==> config.mk <==
export PLATFORM = sky130hd
export DESIGN_NAME = alu_share_arbiter
export DESIGN_NICKNAME = d
export VERILOG_FILES = /design/src/rtl/alu_share_arbiter.sv
export SDC_FILE = /design/constraint.sdc
export NUM_CORES = 1
export LEC_CHECK = 0
export CAP_MARGIN = 20
export CORE_AREA = 2 2 82 84
export DETAILED_ROUTE_END_ITERATION = 12
export DIE_AREA = 0 0 84 86
export HOLD_SLACK_MARGIN = 0.15
export PLACE_DENSITY = 0.62
export RECOVER_POWER = 50
export SYNTH_ARGS = -nofsm -noshare
export SYNTH_HDL_FRONTEND = slang
export SYNTH_SLANG_ARGS = --single-unit
==> constraint.sdc <==
create_clock -name clk -period 2.3 [get_ports clk]
set_input_delay 0.345 -clock clk [delete_from_list [all_inputs] [get_ports clk]]
set_output_delay 0.345 -clock clk [all_outputs]
set_load 0.01 [all_outputs]
==> src/rtl/alu_share_arbiter.sv <==
// alu_share_arbiter: round-robin sharing of one 5-bit combinational ALU among NREQ requesters
//
// Ports:
//    clk, reset           clock; asynchronous active-high reset
//    req                  per-requester request level
//    req_a, req_b         packed 5-bit operands, requester i at [5i+4:5i]
//    req_op               packed 2-bit ALU control, requester i at [2i+1:2i]
//    gnt                  one-hot grant pulse, high only during the ISSUE cycle
//    alu_a/alu_b/alu_ctrl registered drive to the shared ALU
//    alu_result/flags     ALU outputs, captured at the end of ISSUE
//    rsp_valid/id/result/flags, rsp_ack  response handshake
//    busy                 high whenever an operation is in flight
module alu_share_arbiter #(
   parameter int NREQ = 4,
   parameter int IDW  = $clog2(NREQ)
) (
   input  logic              clk,
   input  logic              reset,
   input  logic [NREQ-1:0]   req,
   input  logic [NREQ*5-1:0] req_a,
   input  logic [NREQ*5-1:0] req_b,
   input  logic [NREQ*2-1:0] req_op,
   output logic [NREQ-1:0]   gnt,
   output logic [4:0]        alu_a,
   output logic [4:0]        alu_b,
   output logic [1:0]        alu_ctrl,
   input  logic [8:0]        alu_result,
   input  logic [3:0]        alu_flags,
   output logic              rsp_valid,
   output logic [IDW-1:0]    rsp_id,
   output logic [8:0]        rsp_result,
   output logic [3:0]        rsp_flags,
   input  logic              rsp_ack,
   output logic              busy
);
   typedef enum logic [1:0] {IDLE, ISSUE, RESP} state_t;
   state_t                 state_q, state_d;
   logic [IDW-1:0]         ptr_q, ptr_d, win, cand;
   logic [NREQ-1:0]        gnt_q, gnt_d;
   logic [4:0]             alu_a_q, alu_a_d, alu_b_q, alu_b_d;
   logic [1:0]             alu_ctrl_q, alu_ctrl_d;
   logic                   rsp_valid_q, rsp_valid_d;
   logic [IDW-1:0]         rsp_id_q, rsp_id_d;
   logic [8:0]             rsp_result_q, rsp_result_d;
   logic [3:0]             rsp_flags_q, rsp_flags_d;
   logic [NREQ-1:0][4:0]   a_v, b_v;
   logic [NREQ-1:0][1:0]   op_v;
   assign a_v  = req_a;
   assign b_v  = req_b;
   assign op_v = req_op;
   // Scan from the farthest candidate back to ptr+1 so the nearest asserted
   // requester after the last winner is the one left in win.
   always_comb begin
      win  = '0;
      cand = '0;
      for (int k = NREQ; k >= 1; k--) begin
         cand = IDW'((int'(ptr_q) + k) % NREQ);
         if (req[cand]) win = cand;
      end
   end
   always_comb begin
      state_d      = state_q;
      ptr_d        = ptr_q;
      gnt_d        = gnt_q;
      alu_a_d      = alu_a_q;
      alu_b_d      = alu_b_q;
      alu_ctrl_d   = alu_ctrl_q;
      rsp_valid_d  = rsp_valid_q;
      rsp_id_d     = rsp_id_q;
      rsp_result_d = rsp_result_q;
      rsp_flags_d  = rsp_flags_q;
      case (state_q)
         IDLE: if (|req) begin
            alu_a_d    = a_v[win];
            alu_b_d    = b_v[win];
            alu_ctrl_d = op_v[win];
            gnt_d      = NREQ'(1) << win;
            rsp_id_d   = win;
            ptr_d      = win;
            state_d    = ISSUE;
         end
         ISSUE: begin
            rsp_result_d = alu_result;
            rsp_flags_d  = alu_flags;
            gnt_d        = '0;
            rsp_valid_d  = 1'b1;
            state_d      = RESP;
         end
         RESP: if (rsp_ack) begin
            rsp_valid_d = 1'b0;
            state_d     = IDLE;
         end
         default: state_d = IDLE;
      endcase
   end
   always_ff @(posedge clk or posedge reset) begin
      if (reset) begin
         state_q      <= IDLE;
         ptr_q        <= IDW'(NREQ - 1);
         gnt_q        <= '0;
         alu_a_q      <= '0;
         alu_b_q      <= '0;
         alu_ctrl_q   <= '0;
         rsp_valid_q  <= 1'b0;
         rsp_id_q     <= '0;
         rsp_result_q <= '0;
         rsp_flags_q  <= '0;
      end else begin
         state_q      <= state_d;
         ptr_q        <= ptr_d;
         gnt_q        <= gnt_d;
         alu_a_q      <= alu_a_d;
         alu_b_q      <= alu_b_d;
         alu_ctrl_q   <= alu_ctrl_d;
         rsp_valid_q  <= rsp_valid_d;
         rsp_id_q     <= rsp_id_d;
         rsp_result_q <= rsp_result_d;
         rsp_flags_q  <= rsp_flags_d;
      end
   end
   assign gnt        = gnt_q;
   assign alu_a      = alu_a_q;
   assign alu_b      = alu_b_q;
   assign alu_ctrl   = alu_ctrl_q;
   assign rsp_valid  = rsp_valid_q;
   assign rsp_id     = rsp_id_q;
   assign rsp_result = rsp_result_q;
   assign rsp_flags  = rsp_flags_q;
   assign busy       = state_q != IDLE;
   // The grant pulse exists only while the ALU is being driven for that requester.
   assert property (@(posedge clk) disable iff (reset) $onehot0(gnt_q));
   assert property (@(posedge clk) disable iff (reset) (gnt_q != '0) |-> (state_q == ISSUE));
   assert property (@(posedge clk) disable iff (reset)
      (state_q == RESP && !rsp_ack) |=> (rsp_valid_q && $stable(rsp_result_q) && $stable(rsp_id_q)));
endmodule
==> flow_metrics.py <==
metrics = {
    "sta": {
        "max_freq_mhz": 491,
        "fin_tns_setup_ns": 0,
        "finalSetupViolCount": 0,
        "skew_ns": 0.00660,
        "period_needed_ns": 2.04,
        "setup_slack_ns": 0.264,
        "rsz0062_at_grt": "no",
        "worst_pin_slew_ns": 0.718,
        "slew_headroom_pct": 52.2,
        "finalCritPeriodShare_pct": 88.5,
        "slew_viol_final": 0,
        "finalHoldViolCount": 0,
    },
    "placed_design": {
        "place.gp.congestion": 0.708,
        "place_area_um2": 2910,
        "port_buffers": 100,
        "hpwl_um": 3930,
        "detailedPlace.worstSlack_ns": 0.0539,
        "dp.cells": 361,
    },
    "global_routing": {
        "grt.busiest_layer": "met2",
        "grt.overflow.total": 0,
        "grt_pass1_wl_um": 8540,
        "use_met2_pct": 23.7,
        "grt_pass1_vias": 1689,
        "track_usage_pct": 15.2,
        "grtUsageMet1_pct": 20.3,
        "grt_max_degree": 29,
        "antenna_found_initial": 0,
        "globalRouteMet3Util_pct": 4.33,
    },
    "setup_path": {
        "path_class": "primary input to flop",
        "worst_setup_path_end_kind": "flop",
        "path_max_fanout": 28,
        "cp-start-kind": "primary input",
        "cp_data_arrival_time_ns": 2.20,
        "required_ns": 2.46,
    },
    "route": {
        "ant_nets": 0,
        "drt-vias-per-instance": 4.69,
        "wl_um": 5280,
        "drcViolationCount": 0,
        "vias": 1730,
        "first_pass_iters": 4,
        "post_drt_wl_per_cell_um": 14.3,
        "drt_iter0_markers": 101,
    },
    "synth": {
        "synth_top_area_share_pct": 46.4,
        "synth_nets": 255,
        "synth_edf_count": 0,
        "synth_cell_types": 32,
        "syn_inst": 187,
        "yosys-top-cells-area": "dfrtp_1, nand2_1, a211oi_1, mux2i_1, a21boi_0",
        "synthesis.area_um2": 1840,
        "syn_avg_cell_area_um2": 9.82,
        "ys.warnings.count": 0,
        "ys_seq_area_share_pct": 49.2,
        "synth_seq_cells": 36,
        "synth_flop_cell": "dfrtp_1",
        "yosys.area.top_type": "dfrtp_1",
        "synth-async-reset-ratio_pct": 100,
    },
    "cells_and_area": {
        "layout-drive-gt1-share_pct": 7.88,
        "finalNonFillerCells": 369,
        "fill_cells": 628,
        "final_area_um2": 3010,
        "area_growth_pct": 63.7,
        "finalNetCount": 359,
        "antennaDiodeCount": 0,
    },
    "power": {
        "p_clk_share_pct": 15.1,
        "swShare_pct": 37.2,
        "peakVddDrop_v": 0.000503,
        "p_leak_nw": 1.27,
        "intPower_mw": 2.24,
        "power.density_nw_per_um2": 1190,
        "switchingPower_mw": 1.33,
        "seqPwrFrac_pct": 31.7,
        "power_mw": 3.57,
        "p_comb_share_pct": 53.1,
    },
    "die": {
        "rows": 29,
        "start_util_pct": 29.2,
        "dieWidth_um": 84,
        "pin_count": 101,
        "die_y_um": 86,
        "die_area_um2": 7220,
        "core_um2": 6280,
    },
    "cts": {
        "cts_max_level": 2,
        "postCtsSetupRepairBufs": 0,
        "clk_latency_ns": 0.28,
        "root_buffer": "clkbuf_8",
        "cts_tree": "done",
        "cts_buffers": 5,
        "clock-sinks": 36,
        "hold_buffers": 0,
        "cts_buffer_depth": 2,
        "path_clk_slew_ns": 0.07,
        "cts_resized": 0,
    },
    "status": {
        "outcome": "finished, final reports clean",
    },
    "hold_path": {
        "min_path_type": "flop to flop",
    },
    "flow_run": {
        "drv_cap": 0,
    },
}
power by group through the flow:
stage | logic (mW) | registers [mW] | clock network [mW]
floorplan | 0.945 | 1.25 | 0
global placement | 1.90 | 1.14 | 0
detailed placement | 1.94 | 1.14 | 0
CTS | 1.94 | 1.13 | 0.557
global route | 2.09 | 1.18 | 0.589
finish | 1.90 | 1.13 | 0.540
state kept, by name (all words and copies together) (netlist names):
signal / cells
alu_b: 5
state_q: 2
alu_a: 5
rsp_flags: 4
rsp_valid: 1
gnt: 4
rsp_result: 9
alu_ctrl: 2
rsp_id: 2
ptr_q: 2
critical path, cell delays in order:
cell	delay, ns
dlygate4sd3_1	0.60
mux2_4	0.29
a22oi_2	0.14
and2_4	0.42
mux2i_1	0.29
a211oi_2	0.09
path summary, 6_finish.rpt:
kind	startpoint	endpoint	slack, ns	cells after the start
worst max-delay path	req[1]	alu_ctrl[1]	0.26	6
worst min-delay path	rsp_result[8]	rsp_result[8]	0.47	2
worst max register to register	ptr_q[1]	alu_ctrl[1]	0.31	5
worst min register to register	rsp_result[8]	rsp_result[8]	0.47	2
max in group asynchronous	reset	rsp_result[1]	0.92	3
min in group asynchronous	reset	rsp_result[0]	0.51	2
routing by layer:
metal | share of wire (%) | vias up | routed length (um)
li1 | - | 863 | -
met1 | 45 | 809 | 2390
met2 | 47 | 52 | 2490
met3 | 6.1 | 6 | 320
met4 | 1.4 | 0 | 74
met5 | 0 | - | 0
cells by family (layout without fill, tap and decap cells):
logic type,after synthesis,count (layout),synth area share (%)
multiplexers,13,13,7.36
flip-flops,36,36,49.2
AO/OA/AOI/OAI,52,52,21.9
buffers and inverters,15,120,5.38
AND/OR/NAND/NOR,71,71,16.1
cells in the final DEF (no fill, tap or decap), types with 3 or more instances in the layout:
cell type | netlist | routed
clkbuf_8 | 0 | 5
nor2_1 | 16 | 16
a21oi_1 | 3 | 3
mux2i_1 | 12 | 12
a21boi_0 | 13 | 13
o21ai_0 | 3 | 3
clkdlybuf4s50_1 | 0 | 98
clkbuf_1 | 5 | 4
a211oi_1 | 20 | 20
buf_4 | 0 | 5
nor2b_1 | 3 | 3
a211oi_2 | 4 | 4
dfrtp_1 | 34 | 34
nand2_1 | 45 | 45
per-stage QoR:
stage / util (%) / hold slack (ns)
6_report: 47.9 / 0.472
5_1_grt: 47.9 / 0.503
4_1_cts: 48.1 / 0.387
3_5_place_dp: 46.3 / 0.463
3_3_place_gp: 46.3 / 0.458
2_1_floorplan: - / 0.450
synth_stat cells (2+ instances only):
master	n
nand2_1	45
dfrtp_1	34
a211oi_1	20
nor2_1	16
a21boi_0	13
mux2i_1	12
clkbuf_1	5
a211oi_2	4
a21oi_1	3
inv_1	3
nor2b_1	3
o21ai_0	3
a32o_1	2
buf_12	2
buf_2	2
dfstp_2	2
nand2b_1	2
nand3_1	2
area by class of cell:
cell class | count | area, um2 | area share, %
Inverter | 4 | 15.0 | 0.500
Tap cell | 77 | 96.3 | 3.21
Timing Repair Buffer | 108 | 1050 | 34.9
Clock buffer | 6 | 72.6 | 2.41
Clock inverter | 2 | 35.0 | 1.17
Sequential cell | 36 | 903 | 30.1
Multi-Input combinational cell | 136 | 833 | 27.7
Note: power is estimated with default switching activity, not from simulation.
==> edit 1: new RTL, config.mk and constraints unchanged <==
The parameter `NREQ` goes from 4 to 2.
--- a/src/rtl/alu_share_arbiter.sv
+++ b/src/rtl/alu_share_arbiter.sv
@@ -11,7 +11,7 @@
 //    rsp_valid/id/result/flags, rsp_ack  response handshake
 //    busy                 high whenever an operation is in flight
 module alu_share_arbiter #(
-   parameter int NREQ = 4,
+   parameter int NREQ = 2,
    parameter int IDW  = $clog2(NREQ)
 ) (
    input  logic              clk,
Interface: changed (6 resized); port bits go from 101 to 72. The function was not compared with the original's and may differ.
==> edit 1 against the original RTL <==
Sequential cell count decreased by 4; first-iteration DRC count decreased by 76%; total power decreased by 18%; cell area decreased by 25%; synthesized area decreased by 24%; routed wire length decreased by 30%; combinational power decreased by 28%; worst setup slack improved by 0.16 ns; critical path type is now register to register; largest power group unchanged; highest routed layer unchanged.
==> edit 1: results (changes against the original RTL) <==
- Result of the run: completed
- Placed insts: 292 (-19%)
- Average wire per standard cell: 12.3 um (-14%)
- Fraction of final layout cells with drive strength greater than 1: 5.83% (-2.0 points)
- Number of nets in the final layout: 264 (-26%)
- Synthesized instance count: 149 (-20%)
- Met3 Usage GRT: 4.91% (+0.58 points)
- Distinct cells, synth: 22 (-31%)
- Hold Path Origin: rsp_result[4]
- Gpl congestion: 0.639 (-9.7%)
- Worst VDD drop: 441 uV (-12%)
- Final Hold Slack: 0.477 ns (+0.00464 ns)
- Maximum number of pins on one net before global-route repair: 33 (+14%)
- Most frequent cells after synthesis: 63 x nand2_1, 31 x dfrtp_1, 14 x a21oi_1
- Initial DRC Count: 24 (-76%)
- Number of global-route vias before repair: 1,245 (-26%)
- Relative max-transition margin: 45.0% (-7.1 points)
- GR Layer Usage met2: 18.8% (-4.9 points)
- Most common flop cell mapped by yosys: dfrtp_1
- First-pass GRT wire length: 6150 um (-28%)
- Post-place instance area: 2160 um2 (-26%)
- Clock skew after layout: 0.00649 ns (-0.000102 ns)
- Cell leakage power: 0.993 nW (-22%)
- Via Count: 1,287 (-26%)
- Final HPWL DP: 2690 um (-32%)
- Hold Path Sink: rsp_result[4]
- Final non-filler cell total: 300 (-19%)
- Origin of the critical flop-to-flop path: state_q[1]
- Slack of the worst reg-to-reg path: 0.42 ns (+0.11 ns)
- Worst path slowest cell: clkbuf_1
- Cell types occupying the most area after synthesis: dfrtp_1 56%, nand2_1 17%, a31oi_1 5.9%, a21oi_1 5.0%, dfstp_2 1.9%
- Switching part of the total: 35.1% (-2.1 points)
edit 1: worst max path at each step:
stage | from | to | slack (ns)
floorplan | state_q[1] | gnt[0] | 1.20
global placement | req[0] | alu_a[4] | 0.61
detailed placement | req[0] | alu_ctrl[1] | 0.53
CTS | state_q[1] | busy | 0.53
global route | state_q[1] | alu_ctrl[1] | 0.23
finish | state_q[1] | alu_ctrl[1] | 0.42
edit 1: final cells by class:
type / instances / area (um2) / share of cell area (%)
Clock inverter: 2 / 35.0 / 1.55
Clock buffer: 6 / 72.6 / 3.21
Sequential cell: 32 / 802 / 35.5
Tap cell: 77 / 96.3 / 4.27
Inverter: 4 / 15.0 / 0.665
Multi-Input combinational cell: 106 / 518 / 22.9
Timing Repair Buffer: 73 / 719 / 31.9
edit 1: power by group through the flow:
stage | clock network (W) | registers (W) | logic, W
2_1_floorplan | 0 | 0.00114 | 0.000567
3_3_place_gp | 0 | 0.00102 | 0.00138
3_5_place_dp | 0 | 0.00104 | 0.00140
4_1_cts | 0.000550 | 0.00103 | 0.00141
5_1_grt | 0.000575 | 0.00107 | 0.00151
6_report | 0.000524 | 0.00102 | 0.00136
edit 1: logic make-up (layout without fill, tap and decap cells):
kind of cell           count (synthesis)  in the layout  synth area share [%]
AO/OA/AOI/OAI                         35             35                  15.9
AND/OR/NAND/NOR                       71             71                  21.5
flip-flops                            32             32                  57.8
buffers and inverters                 11             85                  4.87
edit 1: worst register-to-register path, cell delays in order (launching register included):
cell and delay, ns:
dfrtp_1 0.44, nor2_4 0.13, clkbuf_1 0.59, nand2_4 0.08
inv_1 0.33, a31oi_1 0.16
edit 1: layer usage:
metal	up-vias	share of wire, %
met3	6	8.6
li1	634	-
met5	-	0
met4	0	0.84
met2	47	50
met1	600	40
==> edit 2: new RTL, same flow settings <==
Made on the original files. Take the reset off `rsp_result_q` and load it in a clocked block of its own.
--- a/src/rtl/alu_share_arbiter.sv
+++ b/src/rtl/alu_share_arbiter.sv
@@ -103,7 +103,6 @@
          alu_ctrl_q   <= '0;
          rsp_valid_q  <= 1'b0;
          rsp_id_q     <= '0;
-         rsp_result_q <= '0;
          rsp_flags_q  <= '0;
       end else begin
          state_q      <= state_d;
@@ -114,9 +113,12 @@
          alu_ctrl_q   <= alu_ctrl_d;
          rsp_valid_q  <= rsp_valid_d;
          rsp_id_q     <= rsp_id_d;
-         rsp_result_q <= rsp_result_d;
          rsp_flags_q  <= rsp_flags_d;
       end
+   end
+
+   always_ff @(posedge clk) begin
+      rsp_result_q <= rsp_result_d;
    end
    assign gnt        = gnt_q;
    assign alu_a      = alu_a_q;
Check against the original RTL: differs if reset is asserted again (counterexample within 4 cycles, from zero or initial values and one cycle with reset high); with reset held inactive, the same outputs for 10 cycles.
==> edit 2 against the original RTL <==
Sequential share of layout area rose by 0.86 points; critical path depth did not move; via count fell by 6.5%; synthesized area rose by 1.2%; critical path type is now register to register; cell area rose by 2.1%; routed wire length fell by 0.19%; combinational power barely moved; worst setup slack improved by 0.081 ns; sequential cell count did not move; cell count fell by 6.0%; total power rose by 0.14%; largest cell class unchanged.
==> edit 2: results (changes against the original RTL) <==
- Result of the run: completed
- Worst-path clk slew: 0.07 ns (about the same)
- Cell types occupying the most area after synthesis: dfrtp_1 34%, edfxtp_1 15%, a211oi_2 8.1%, mux2i_1 7.0%, a21boi_0 5.3%
- Final critical-path share of the clock period: 85.0% (-3.5 points)
- Synthesized net count: 227 (-11%)
- Placed insts: 339 (-6.1%)
- Switching part of the total: 36.6% (-0.56 points)
- WL final: 5270 um (-0.19%)
- Gpl congestion: 0.704 (-0.55%)
- Most frequent cells after synthesis: 25 x dfrtp_1, 18 x nand2_1, 17 x nor2_1
- Synthesized instance count: 159 (-15%)
- Final non-filler cell total: 347 (-6.0%)
- Inserted Clock Buffers: 5 (unchanged)
- Slack of the worst reg-to-reg path: 0.34 ns (+0.03 ns)
- Arr. time, crit path: 2.12 ns (-0.08 ns)
- Maximum clock path buffer count: 2 (unchanged)
- Destination of the critical timing path: alu_a[4]
- Via Count: 1,618 (-6.5%)
- Origin of the critical flop-to-flop path: ptr_q[1]
- Worst setup timing slack at the placement stage: 0.0541 ns (+0.000204 ns)
- Number of global-route vias before repair: 1,697 (+0.47%)
- Share of async-settable or async-resettable flops after synthesis: 75.0% (-25 points)
- Diodes inserted: 0 (unchanged)
- Worst path slowest cell: dfstp_2
- Total global routing track utilization: 14.9% (-0.30 points)
- Final Hold Slack: 0.449 ns (-0.0228 ns)
- Clock skew after layout: 0.00575 ns (-0.000850 ns)
- H-Tree Depth: 2 (unchanged)
- Peak fanout along the critical path: 16 (-43%)
- Flip-flop count of the largest register after layout: 9 (unchanged)
- Final HPWL DP: 4000 um (+1.7%)
- Maximum number of pins on one net before global-route repair: 20 (-31%)
- Number of synthesized flops with an enable pin: 9 (+9)
- Worst VDD drop: 490 uV (-2.6%)
- Relative max-transition margin: 29.5% (-23 points)
- Worst r2r path cells: 6 (+1)
- First-pass GRT wire length: 8520 um (-0.25%)
- Antenna Nets Post-Route: 0 (unchanged)
- Distinct cells, synth: 33 (+3.1%)
- Class of the tightest hold or removal check: input pin to async pin
- First-pass DRT Iterations: 3 (-1)
- Initial DRC Count: 43 (-57%)
- Fraction of final layout cells with drive strength greater than 1: 14.1% (+6.2 points)
- Clock latency at the later pin of the worst-skew pair: 0.29 ns
- Post-place instance area: 2970 um2 (+2.2%)
- Post-CTS setup buffer count: 0 (unchanged)
- Delay-heaviest family, CP: flip-flops
- Count of fill cells added during filler insertion: 599 (-4.6%)
- Sequential area share after synthesis: 51.0% (+1.8 points)
- Initial antenna violation count: 0 (unchanged)
- Critical path class: register to register
- Cell leakage power: 1.21 nW (-5.2%)
-- edit 2: cell count changes after synthesis, sizes merged, moves of 2 or more --
cell | unedited run | this run
edfxtp | 0 | 9
nand2 | 45 | 18
a32o | 2 | 0
dfrtp | 34 | 25
-- edit 2: worst reg2reg max path: cells and delay by family, from the launching register on --
family	cells	cell delay, ns
flip-flops	1	0.60
multiplexers	2	0.52
AO/OA/AOI/OAI	2	0.28
AND/OR/NAND/NOR	1	0.26
buffers and inverters	1	0.19
-- edit 2: final cells by class --
cell class              instances  area [um2]  area share, %
repair buffers                112        1090           35.6
well taps                      77        96.3           3.14
clock buffers                   6        72.6           2.37
flip-flops and latches         36         948           30.9
multi-input cells             109         802           26.1
inverters                       5        21.3          0.693
clock inverters                 2        35.0           1.14
-- edit 2: routing by layer --
layer,global-route usage [%],up-vias,wire length [um]
met5,0,-,0
met4,5.28,0,89
met3,3.37,9,264
met2,25.1,47,2610
met1,18.9,768,2310
li1,-,794,-
-- edit 2: logic make-up (layout without fill, tap and decap cells) --
logic type / after synthesis / after routing / share of synthesized area, %
flops: 36 / 36 / 51.0
mux: 13 / 13 / 7.00
simple gates: 45 / 45 / 11.4
buf+inv: 14 / 125 / 6.13
compound gates: 51 / 51 / 24.4
-- edit 2: power groups by stage --
stage | sequential [W] | clock [W] | combinational [W]
CTS | 0.00112 | 0.000566 | 0.00196
global route | 0.00115 | 0.000592 | 0.00206
detailed placement | 0.00113 | 0 | 0.00195
global placement | 0.00112 | 0 | 0.00193
floorplan | 0.00123 | 0 | 0.000965
finish | 0.00112 | 0.000554 | 0.00190
